[src/rtl/mem_arbiter.sv]
// Two-requester (I-cache / D-cache) arbiter onto a byte-wide RAM port with I/O back-pressure.
// Define MEM_ARB_RR_EN for round-robin arbitration; the default is fixed DC-over-IC priority.
module mem_arbiter #(
    parameter logic [31:0] IO_ADR = 32'h0003_0000
) (
    input  logic        clk,
    input  logic        rst,
    input  logic        en,
    input  logic        ic_en_i,
    input  logic [31:0] ic_adr_i,
    output logic        ic_en_o,
    output logic [31:0] ic_dat_o,
    input  logic        dc_en_i,
    input  logic        dc_rwen_i,
    input  logic [2:0]  dc_len_i,
    input  logic [31:0] dc_adr_i,
    input  logic [31:0] dc_dat_i,
    output logic        dc_en_o,
    output logic [31:0] dc_dat_o,
    input  logic        br_flag,
    input  logic [7:0]  mem_din,
    output logic [7:0]  mem_dout,
    output logic [31:0] mem_a,
    output logic        mem_wr,
    input  logic        io_full
);

    typedef enum logic [1:0] {IDLE, IC_RD, DC_RD, DC_WR} state_t;

    state_t      state_reg, state_next;
    logic [2:0]  k_reg, k_next;
    logic [2:0]  n_reg, n_next;
    logic [31:0] adr_reg, adr_next;
    logic [31:0] wdat_reg, wdat_next;
    logic [31:0] buf_reg, buf_next;

    logic        ic_pend_reg, ic_pend_next;
    logic [31:0] ic_adr_reg;
    logic        dc_pend_reg, dc_pend_next;
    logic        dc_rwen_reg;
    logic [2:0]  dc_len_reg;
    logic [31:0] dc_adr_reg, dc_dat_reg;

    // A pulse in the current cycle overrides the latched slot so IDLE can grant it immediately.
    logic        ic_req, dc_req, grant_ic, grant_dc;
    logic [31:0] ic_adr_eff, dc_adr_eff, dc_dat_eff;
    logic        dc_rwen_eff;
    logic [2:0]  dc_len_eff;

    assign ic_req      = (ic_pend_reg & ~br_flag) | ic_en_i;
    assign ic_adr_eff  = ic_en_i ? ic_adr_i : ic_adr_reg;
    assign dc_req      = dc_pend_reg | dc_en_i;
    assign dc_adr_eff  = dc_en_i ? dc_adr_i : dc_adr_reg;
    assign dc_dat_eff  = dc_en_i ? dc_dat_i : dc_dat_reg;
    assign dc_rwen_eff = dc_en_i ? dc_rwen_i : dc_rwen_reg;
    assign dc_len_eff  = dc_en_i ? dc_len_i : dc_len_reg;

`ifdef MEM_ARB_RR_EN
    logic last_dc_reg;
    assign grant_dc = (state_reg == IDLE) && dc_req && (!ic_req || !last_dc_reg);
`else
    assign grant_dc = (state_reg == IDLE) && dc_req;
`endif
    assign grant_ic = (state_reg == IDLE) && ic_req && !grant_dc;

    logic        active, stall;
    logic [31:0] cur_adr;
    logic [31:0] wdat_sh;
    logic [31:0] rd_asm;

    assign active  = k_reg < n_reg;
    assign cur_adr = adr_reg + {29'd0, k_reg};
    assign wdat_sh = wdat_reg >> {k_reg, 3'b000};
    assign stall   = (state_reg == DC_WR) && active && (cur_adr == IO_ADR) && io_full;

    // Byte k-1 arrives on mem_din while k is current, so the done cycle sees the full word.
    genvar gi;
    generate
        for (gi = 0; gi < 4; gi++) begin : g_lane
            assign rd_asm[8*gi +: 8] = (k_reg == 3'(gi + 1)) ? mem_din : buf_reg[8*gi +: 8];
        end
    endgenerate

    always_comb begin
        state_next   = state_reg;
        k_next       = k_reg;
        n_next       = n_reg;
        adr_next     = adr_reg;
        wdat_next    = wdat_reg;
        buf_next     = buf_reg;
        ic_pend_next = grant_ic ? 1'b0 : ic_req;
        dc_pend_next = grant_dc ? 1'b0 : dc_req;
        ic_en_o      = 1'b0;
        ic_dat_o     = 32'd0;
        dc_en_o      = 1'b0;
        dc_dat_o     = 32'd0;
        mem_a        = 32'd0;
        mem_dout     = 8'd0;
        mem_wr       = 1'b0;

        case (state_reg)
            IDLE: begin
                if (grant_dc) begin
                    state_next = dc_rwen_eff ? DC_RD : DC_WR;
                    n_next     = dc_len_eff;
                    adr_next   = dc_adr_eff;
                    wdat_next  = dc_dat_eff;
                    k_next     = 3'd0;
                    buf_next   = 32'd0;
                end else if (grant_ic) begin
                    state_next = IC_RD;
                    n_next     = 3'd4;
                    adr_next   = ic_adr_eff;
                    k_next     = 3'd0;
                    buf_next   = 32'd0;
                end
            end
            IC_RD: begin
                if (br_flag) begin
                    state_next = IDLE;
                end else if (active) begin
                    mem_a    = cur_adr;
                    k_next   = k_reg + 3'd1;
                    buf_next = rd_asm;
                end else begin
                    ic_en_o    = 1'b1;
                    ic_dat_o   = rd_asm;
                    state_next = IDLE;
                end
            end
            DC_RD: begin
                if (active) begin
                    mem_a    = cur_adr;
                    k_next   = k_reg + 3'd1;
                    buf_next = rd_asm;
                end else begin
                    dc_en_o    = 1'b1;
                    dc_dat_o   = rd_asm;
                    state_next = IDLE;
                end
            end
            DC_WR: begin
                if (active) begin
                    mem_a    = cur_adr;
                    mem_dout = wdat_sh[7:0];
                    mem_wr   = !stall;
                    if (!stall) begin
                        k_next = k_reg + 3'd1;
                    end
                end else begin
                    dc_en_o    = 1'b1;
                    state_next = IDLE;
                end
            end
            default: state_next = IDLE;
        endcase
    end

    always_ff @(posedge clk or posedge rst) begin
        if (rst) begin
            state_reg   <= IDLE;
            k_reg       <= 3'd0;
            n_reg       <= 3'd0;
            adr_reg     <= 32'd0;
            wdat_reg    <= 32'd0;
            buf_reg     <= 32'd0;
            ic_pend_reg <= 1'b0;
            ic_adr_reg  <= 32'd0;
            dc_pend_reg <= 1'b0;
            dc_rwen_reg <= 1'b0;
            dc_len_reg  <= 3'd0;
            dc_adr_reg  <= 32'd0;
            dc_dat_reg  <= 32'd0;
        end else if (en) begin
            state_reg   <= state_next;
            k_reg       <= k_next;
            n_reg       <= n_next;
            adr_reg     <= adr_next;
            wdat_reg    <= wdat_next;
            buf_reg     <= buf_next;
            ic_pend_reg <= ic_pend_next;
            dc_pend_reg <= dc_pend_next;
            if (ic_en_i) begin
                ic_adr_reg <= ic_adr_i;
            end
            if (dc_en_i) begin
                dc_rwen_reg <= dc_rwen_i;
                dc_len_reg  <= dc_len_i;
                dc_adr_reg  <= dc_adr_i;
                dc_dat_reg  <= dc_dat_i;
            end
        end
    end

`ifdef MEM_ARB_RR_EN
    always_ff @(posedge clk or posedge rst) begin
        if (rst) begin
            last_dc_reg <= 1'b0;
        end else if (en) begin
            if (grant_dc) begin
                last_dc_reg <= 1'b1;
            end else if (grant_ic) begin
                last_dc_reg <= 1'b0;
            end
        end
    end
`endif

endmodule

[config.mk]
export PLATFORM = sky130hd
export DESIGN_NAME = mem_arbiter
export DESIGN_NICKNAME = d
export VERILOG_FILES = /design/src/rtl/mem_arbiter.sv
export SDC_FILE = /design/constraint.sdc
export NUM_CORES = 1
export LEC_CHECK = 0
export CORE_UTILIZATION = 48
export DETAILED_ROUTE_END_ITERATION = 10
export PLACE_DENSITY = 0.78
export SYNTH_ARGS = -nofsm -noshare
export SYNTH_HDL_FRONTEND = slang
export SYNTH_SLANG_ARGS = --single-unit
[constraint.sdc]
create_clock -name clk -period 6.9 [get_ports clk]
set_clock_uncertainty 0.1 [all_clocks]
set_input_delay 1.38 -clock clk [delete_from_list [all_inputs] [get_ports clk]]
set_output_delay 1.38 -clock clk [all_outputs]
set_load 0.005 [all_outputs]
## Yosys cells after proc, flatten, opt, wreduce, memory -nomap -nowiden

Index checks and enable logic that the tools add are counted.

- $add $sub $neg: 2
- Order comparisons: 1
- Eq/ne operators: 12
- Shift operators: 1
- Multiplexer cells: 48
- Bitwise operators: 4
- Reductions and logical operators: 17

Operator list:

| operator | number |
|---|---|
| 32-bit 2-to-1 mux | 15 |
| 32-bit case mux with 3 select lines | 1 |
| 32-bit case mux with 2 select lines | 1 |
| 8-bit 2-to-1 mux | 6 |
| 32-bit by 3-bit adder with 32-bit output | 1 |
| 32-bit by 18-bit equality test with 1-bit output (second input constant) | 1 |
| 32-bit by 6-bit >> shifter with 8-bit output | 1 |
| 3-bit 2-to-1 mux | 9 |
| 3-bit case mux with 4 select lines | 1 |
| 1-bit 2-to-1 mux | 10 |
| 2-bit 2-to-1 mux | 4 |
| 3-bit by 2-bit equality test with 1-bit output (second input constant) | 2 |
| 1-bit logical AND | 6 |
| 2-bit != test (second input constant) | 3 |
| 2-bit case mux with 3 select lines | 1 |
| 3-bit AND reduction | 2 |
| 5-bit AND reduction | 1 |
| 2-bit equality test (second input constant) | 2 |
| 4-bit AND reduction | 1 |
| 3-bit by 1-bit adder with 3-bit output (second input constant) | 1 |
| 3-bit by 1-bit equality test with 1-bit output (second input constant) | 1 |
| 3-bit equality test (second input constant) | 1 |
| 3-bit less-than comparator | 1 |
| 3-bit != test (second input constant) | 1 |
| other kinds (10) | 12 |

- Bits in registers: 206
- Input port bits: 115
- Output and inout port bits: 107
- Logic and storage cells: 98

## Depth between registers and ports, before layout

Gate-level depths: netlist of the first run.

- Depth after elaboration: 8
- Gate-level depth with buffers: 12
- Mapped depth without buffers: 11

## Least setup slack after synthesis of the first run

Ideal clock, no wire load.

- Path kind: flip-flop to output port
- Start point: reg k_reg[1]
- End point: out mem_wr
- Arrival: 3.286 ns
- Required time: 5.420 ns
- Slack: 2.134 ns
- Cell stages (with the launch flop): 13
- Buffers on the path: 2
- Cell sequence: dfrtp_1 clkbuf_1 inv_1 fa_1 nor2b_4 o21a_1 buf_6 nand2_1 or4_1 xor2_1 o2111ai_2 or2_2 o21ba_2

- Word-level cells in the longest chain between the ends: 7
- Elaborated cells on any way between the ends: 9
- Classes of those cells: add/sub (1); order compare (1); eq/ne (1); mux (2); reduce/logical (4)

Ends and longest elaborated chain:

| item | RTL line | source |
|---|---|---|
| start: declaration | 31 | `logic [2:0] k_reg, k_next;` |
| start signal: assignment | 176 | `k_reg <= k_next;` |
| 32-bit by 3-bit adder with 32-bit output / 3-bit less-than comparator (equally long branches) | 72, 71 |  |
| 32-bit by 18-bit equality test with 1-bit output / 1-bit logical AND (equally long branches) | 74 | `assign stall = (state_reg == DC_WR) && active && (cur_adr == IO_ADR) && io_full;` |
| 1-bit logical AND (2 in a row) | 74 |  |
| 1-bit logical NOT | - |  |
| 1-bit 2-to-1 mux (*) | 143 | `if (active) begin` |
| 1-bit 2-to-1 mux (*) | 101 | `case (state_reg)` |
| end: declaration | 24 | `output logic mem_wr,` |

Mark *: on every way between the ends. The rest lies on a longest branch, timed or not.

## Worst setup path after layout of the first run

Same ends and word-level chain as after synthesis.

==> results of run 1 <==
-- routing by layer --
| metal | share of wire, % | global-route usage [%] |
|---|---|---|
| met1 | 46 | 32.7 |
| met2 | 47 | 39.0 |
| met3 | 4.5 | 2.92 |
| met4 | 1.8 | 5.00 |
| met5 | 0.054 | 0 |
-- cell usage after synthesis (8+ instances only) --
library cell / instances / share of area [%]
xor2_1: 13 / 1.0
clkbuf_1: 54 / 1.8
mux2i_1: 128 / 11
nand4_1: 8 / 0.44
nor2b_1: 15 / 0.83
nand2_1: 137 / 4.6
ha_1: 14 / 1.6
xnor2_1: 22 / 1.7
mux2_2: 104 / 10
o21ai_0: 107 / 4.7
nand3_1: 16 / 0.71
dfrtp_1: 206 / 46
mux4_2: 8 / 1.6
a21oi_1: 38 / 1.7
nor3_1: 8 / 0.35
inv_1: 19 / 0.63
nor2_1: 136 / 4.5
-- cells by family (layout without fill, tap and decap cells) --
logic type,Yosys count,in the layout,share of synthesized area (%)
simple gates,353,353,13.8
compound gates,177,177,8.82
mux,242,242,23.6
xor+xnor,35,35,2.72
buf+inv,90,293,3.66
fa+ha+maj,15,15,1.73
flops,206,206,45.7
-- worst register-to-register path, cell delays in order (launching register included) --
cell	delay, ns
dfrtp_1	0.74
inv_1	0.25
fa_1	0.57
nor2b_4	0.15
o21a_1	0.32
nand2_1	0.25
or4_1	0.57
xor2_1	0.23
o2111ai_2	0.21
o31ai_4	0.39
mux2_4	0.33
-- layout make-up --
cell class	instances	area [µm²]
fill	1921	8430
multi-input combinational	822	5740
sequential	206	5150
timing repair buffer	233	2290
clock buffer	35	671
tap	313	392
clock inverter	6	95.1
inverter	19	75.1
-- path summary, 6_finish.rpt --
kind	from	endpoint	slack [ns]	cells past startpoint
worst max-delay path	k_reg[1]$_DFFE_PP0P_	mem_wr	0.60	11
min in group asynchronous	rst	wdat_reg[8]$_DFFE_PP0P_	1.24	2
max in group asynchronous	rst	adr_reg[26]$_DFFE_PP0P_	4.20	3
worst max register to register	k_reg[1]$_DFFE_PP0P_	k_reg[0]$_DFFE_PP0P_	2.67	10
worst min-delay path	n_reg[1]$_DFFE_PP0P_	n_reg[1]$_DFFE_PP0P_	0.38	2
worst min register to register	n_reg[1]$_DFFE_PP0P_	n_reg[1]$_DFFE_PP0P_	0.38	2
-- cell usage in the layout (no fill, tap or decap), types with 3 or more instances in the layout --
master	instances
a21oi_1	38
and3_1	4
and3_2	3
buf_4	13
clkbuf_1	7
clkbuf_16	23
clkbuf_8	5
clkdlybuf4s50_1	218
clkinv_2	3
dfrtp_1	206
ha_1	14
inv_1	18
mux2_2	104
mux2i_1	128
mux4_2	8
nand2_1	136
nand2b_1	5
nand3_1	15
nand4_1	8
nor2_1	136
nor2b_1	15
nor3_1	8
o211ai_1	3
o21a_1	4
o21ai_0	107
o21ai_1	3
o31ai_1	3
xnor2_1	22
xor2_1	13
-- per-stage QoR --
step,power [µW],hold WS [ns],instances,utilization (%)
CTS,5180,0.382,1634,63.1
global route,5490,0.394,1634,63.1
floorplan,3220,0.345,1118,-
global placement,3860,0.356,1593,59.7
detailed placement,3920,0.368,1593,59.7
finish,5140,0.376,1634,63.1
-- power groups by stage --
stage | clock, µW | sequential, µW | combinational [µW]
5_1_grt | 1310 | 1940 | 2230
3_3_place_gp | 0 | 1880 | 1970
4_1_cts | 1270 | 1880 | 2030
3_5_place_dp | 0 | 1900 | 2010
6_report | 1240 | 1890 | 2010
2_1_floorplan | 0 | 1760 | 1460
==> impl_metrics.env, run 1 <==
export IMPL_status="finished, final reports clean"
export IMPL_worstPathArrival_ns=4.82
export IMPL_syn2layout_area_growth_pct=27.7
export IMPL_cts_hold_buffers=0
export IMPL_grt_usage_pct=23.4
export IMPL_rsz0062_at_grt="no"
export IMPL_grt_remaining_overflow=0
export IMPL_synth_ff_type="dfrtp_1"
export IMPL_postCtsResizedCells=0
export IMPL_path_delay_family="simple AND/OR/NAND/NOR gates"
export IMPL_pwr_share_clk_pct=24.2
export IMPL_final_hold_viol_count=0
export IMPL_first_global_vias=8744
export IMPL_p_int_uw=3260
export IMPL_synth_async_reset_ratio_pct=100
export IMPL_clkSinkCount=206
export IMPL_cpPeakStageDelay_ns=0.74
export IMPL_gp_congestion=0.903
export IMPL_critPathKind="reg2out"
export IMPL_synth_edff_count=0
export IMPL_period_minus_slack_ns=6.30
export IMPL_nets=1435
export IMPL_routedWlPerCell_um=17.0
export IMPL_fmax_ghz=0.159
export IMPL_tritoncts="done"
export IMPL_finalSetupViolations=0
export IMPL_postCtsSetupRepairBufs=0
export IMPL_antenna_cells=0
export IMPL_grt_max_degree=66
export IMPL_routed_via_density=5.36
export IMPL_dp_hpwl_um=19400
export IMPL_max_cap_violations=0
export IMPL_hold_path_class="reg2reg"
export IMPL_initial_core_util_pct=49.4
export IMPL_die_area_um2=24100
export IMPL_setup_tns_ns=0
export IMPL_powerDensity_nw_per_um2=357
export IMPL_endpoint_kind="output port"
export IMPL_drv_slew=0
export IMPL_period_share_pct=91.3
export IMPL_vias=8758
export IMPL_dpl_cell_area_um2=13700
export IMPL_synth_warnings=0
export IMPL_netSwitchingFraction_pct=36.6
export IMPL_drt_wl_total_um=27700
export IMPL_io_pins=222
export IMPL_syn_nets=1248
export IMPL_rows=55
export IMPL_die_x_um=155
export IMPL_start_kind="flop"
export IMPL_drt_iter0_markers=510
export IMPL_synth_cells=1118
export IMPL_cts_buffers=23
export IMPL_p_seq_share_pct=36.7
export IMPL_crit_path_max_fanout=13
export IMPL_yosys_cell_types_count=64
export IMPL_slowest_stage="dfrtp_1"
export IMPL_final_area_um2=14400
export IMPL_die_y_um=155
export IMPL_p_sw_uw=1890
export IMPL_core_area_um2=22800
export IMPL_worst_slew_margin_rel_pct=21.1
export IMPL_drt_first_pass_iters=5
export IMPL_syn_cell_area_um2=11300
export IMPL_place_ws_ns=1.19
export IMPL_ys_seq_area_share_pct=45.7
export IMPL_synth_seq_cells=206
export IMPL_grt_pass1_wl_um=45200
export IMPL_insertion_delay_ns=0.53
export IMPL_ant_nets=0
export IMPL_syn_avg_cell_area_um2=10.1
export IMPL_worst_slack_ns=0.603
export IMPL_worst_endpoint_required_ns=5.42
export IMPL_ir_worst_vdd_uv=176
export IMPL_worst_pin_slew_ns=1.18
export IMPL_clockBufferDepth=3
export IMPL_path_cells="inv_1, fa_1, nor2b_4, o21a_1, nand2_1, or4_1, xor2_1, o2111ai_2, or2_2, o21ba_2, clkdlybuf4s50_1"
export IMPL_worst_path_buf_inv=2
export IMPL_drc=0
export IMPL_pwr_share_comb_pct=39.1
export IMPL_ctsHtreeMaxLevel=1
export IMPL_power_leakage_uw=0.00609
export IMPL_antenna_found_initial=1
export IMPL_cts_root_buf="clkbuf_16"
export IMPL_path_clk_slew_ns=0.06
export IMPL_drive_gt1_share_pct=14.0
export IMPL_numPortBuffers=221
No activity file was read; power rests on OpenSTA's default activity.
==> run 2: changes to the inputs <==
- CORE_UTILIZATION: 48 -> 53
- PLACE_DENSITY: 0.78 -> 0.82
- SLEW_MARGIN: not set -> 10
- clock period: 6.9 -> 6.02 ns (I/O delays scaled with it)
==> run 2 against run 1 <==
Net effect: utilization rose by 5.6 points; flip-flop and latch count unchanged; wire length shrank 0.71%; die area decreased by 9.3%; combinational power up 17%; critical path depth is 1 higher; register-to-register slack worse by 0.41 ns; power up 15%; hold slack improved by 0.00057 ns.
==> impl_metrics.env, run 2 (synthesis gave the netlist of run 1 again) <==
export IMPL_status="finished, final reports clean"
export IMPL_pwr_share_clk_pct=23.9
export IMPL_grt_remaining_overflow=0
export IMPL_max_cap_violations=0
export IMPL_final_hold_viol_count=0
export IMPL_ant_nets=0
export IMPL_drv_slew=0
export IMPL_die_y_um=148
export IMPL_finalPower_uw=5920
export IMPL_routed_via_density=5.50
export IMPL_power_leakage_uw=0.00611
export IMPL_start_kind="flop"
export IMPL_rows=53
export IMPL_drt_wl_total_um=27500
export IMPL_drt_first_pass_iters=6
export IMPL_fill_cells=1613
export IMPL_numPortBuffers=221
export IMPL_gp_congestion=0.908
export IMPL_worst_endpoint_required_ns=4.72
export IMPL_powerDensity_nw_per_um2=411
export IMPL_p_seq_share_pct=36.4
export IMPL_worst_slew_margin_rel_pct=20.0
export IMPL_insertion_delay_ns=0.51
export IMPL_timing_rr_end="k_reg[0]$_DFFE_PP0P_"
export IMPL_worstPathArrival_ns=4.27
export IMPL_vias=8794
export IMPL_clkSinkCount=206
export IMPL_cts_hold_buffers=0
export IMPL_p_sw_uw=2190
export IMPL_crit_end="mem_wr"
export IMPL_netSwitchingFraction_pct=36.9
export IMPL_reg2reg_setup_slack_ns=2.26
export IMPL_antenna_found_initial=1
export IMPL_core_area_um2=21000
export IMPL_drc=0
export IMPL_first_global_vias=8713
export IMPL_die_area_um2=21900
export IMPL_clockBufferDepth=3
export IMPL_cp_startpoint="k_reg[0]$_DFFE_PP0P_"
export IMPL_cts_root_buf="clkbuf_16"
export IMPL_postCtsSetupRepairBufs=0
export IMPL_endpoint_kind="output port"
export IMPL_drive_gt1_share_pct=14.4
export IMPL_io_pins=222
export IMPL_rr_startpoint="k_reg[0]$_DFFE_PP0P_"
export IMPL_routedWlPerCell_um=17.2
export IMPL_tritoncts="done"
export IMPL_setup_tns_ns=0
export IMPL_reg2reg_depth=11
export IMPL_worst_pin_slew_ns=1.20
export IMPL_grt_max_degree=111
export IMPL_dpl_cell_area_um2=13600
export IMPL_grt_usage_pct=25.5
export IMPL_hold_path_class="reg2reg"
export IMPL_register_area_um2=5150
export IMPL_grt_pass1_wl_um=44600
export IMPL_drt_iter0_markers=448
export IMPL_ctsHtreeMaxLevel=1
export IMPL_path_clk_slew_ns=0.06
export IMPL_critPathKind="reg2out"
export IMPL_p_int_uw=3740
export IMPL_rsz0062_at_grt="no"
export IMPL_most_common_layout_cells="clkdlybuf4s50_1, dfrtp_1, nand2_1, nor2_1, mux2i_1"
export IMPL_postCtsResizedCells=0
export IMPL_nets=1436
export IMPL_crit_path_max_fanout=9
export IMPL_fmax_ghz=0.180
export IMPL_initial_core_util_pct=53.9
export IMPL_cts_buffers=23
export IMPL_place_ws_ns=1.03
export IMPL_die_x_um=148
export IMPL_ir_worst_vdd_uv=234
export IMPL_period_share_pct=92.5
export IMPL_multi_input_area_um2=5740
export IMPL_mostFrequentLayoutCell="clkdlybuf4s50_1"
export IMPL_syn2layout_area_growth_pct=27.6
export IMPL_post_route_util_pct=68.7
export IMPL_dp_hpwl_um=18900
export IMPL_pwr_share_comb_pct=39.6
export IMPL_period_minus_slack_ns=5.57
export IMPL_finalSetupViolations=0
export IMPL_final_area_um2=14400
export IMPL_worst_slack_ns=0.450
## run 2: changes by cell type in the layout (fill, tap and decap cells not counted), moves of 2 or more
cell / change
clkbuf_1: -4
clkbuf_8: +3
diode_2: +2
inv_6: +2
## run 2: power by group through the flow
stage,clock (µW),sequential (µW),combinational [µW]
after global routing,1500,2220,2590
after global placement,0,2140,2280
final,1420,2160,2350
after detailed placement,0,2160,2340
after floorplan,0,2020,1670
after CTS,1440,2150,2360
## run 2: stage by stage
stage	std cells	hold WS, ns
floorplan	1118	0.345
CTS	1598	0.377
detailed placement	1556	0.366
finish	1600	0.376
global route	1598	0.402
global placement	1556	0.356
## run 2: worst max-delay path, stage by stage, from the launching register on
cell	delay [ns]
dfrtp_1	0.35
ha_1	0.21
inv_1	0.07
fa_1	0.47
nor2b_4	0.15
o21a_1	0.32
nand2_1	0.24
or4_1	0.57
xor2_1	0.23
o2111ai_2	0.20
or2_2	0.32
o21ba_2	0.19
clkdlybuf4s50_1	0.44
## run 2: per-layer routing
layer	part of all wire, %	global-route usage, %
met1	46	35.0
met2	48	42.6
met3	4.3	3.58
met4	2.1	6.60
met5	0	0
## run 2: area by class of cell
type | instances | area share (%)
multi-input combinational | 822 | 39.8
sequential | 206 | 35.8
timing repair buffer | 234 | 16.0
clock buffer | 34 | 4.84
tap | 275 | 2.39
clock inverter | 8 | 0.565
inverter | 19 | 0.521
antenna | 2 | 0.0347
## run 2: how the worst min path moves through the flow
stage / from / slack (ns) / end / cells past startpoint
4_1_cts: wdat_reg[29]$_DFFE_PP0P_ / 0.38 / wdat_reg[29]$_DFFE_PP0P_ / 2
3_3_place_gp: wdat_reg[22]$_DFFE_PP0P_ / 0.36 / wdat_reg[22]$_DFFE_PP0P_ / 2
5_1_grt: buf_reg[30]$_DFFE_PP0P_ / 0.40 / buf_reg[30]$_DFFE_PP0P_ / 2
3_5_place_dp: wdat_reg[29]$_DFFE_PP0P_ / 0.37 / wdat_reg[29]$_DFFE_PP0P_ / 2
6_report: wdat_reg[29]$_DFFE_PP0P_ / 0.38 / wdat_reg[29]$_DFFE_PP0P_ / 2
2_1_floorplan: wdat_reg[16]$_DFFE_PP0P_ / 0.34 / wdat_reg[16]$_DFFE_PP0P_ / 2
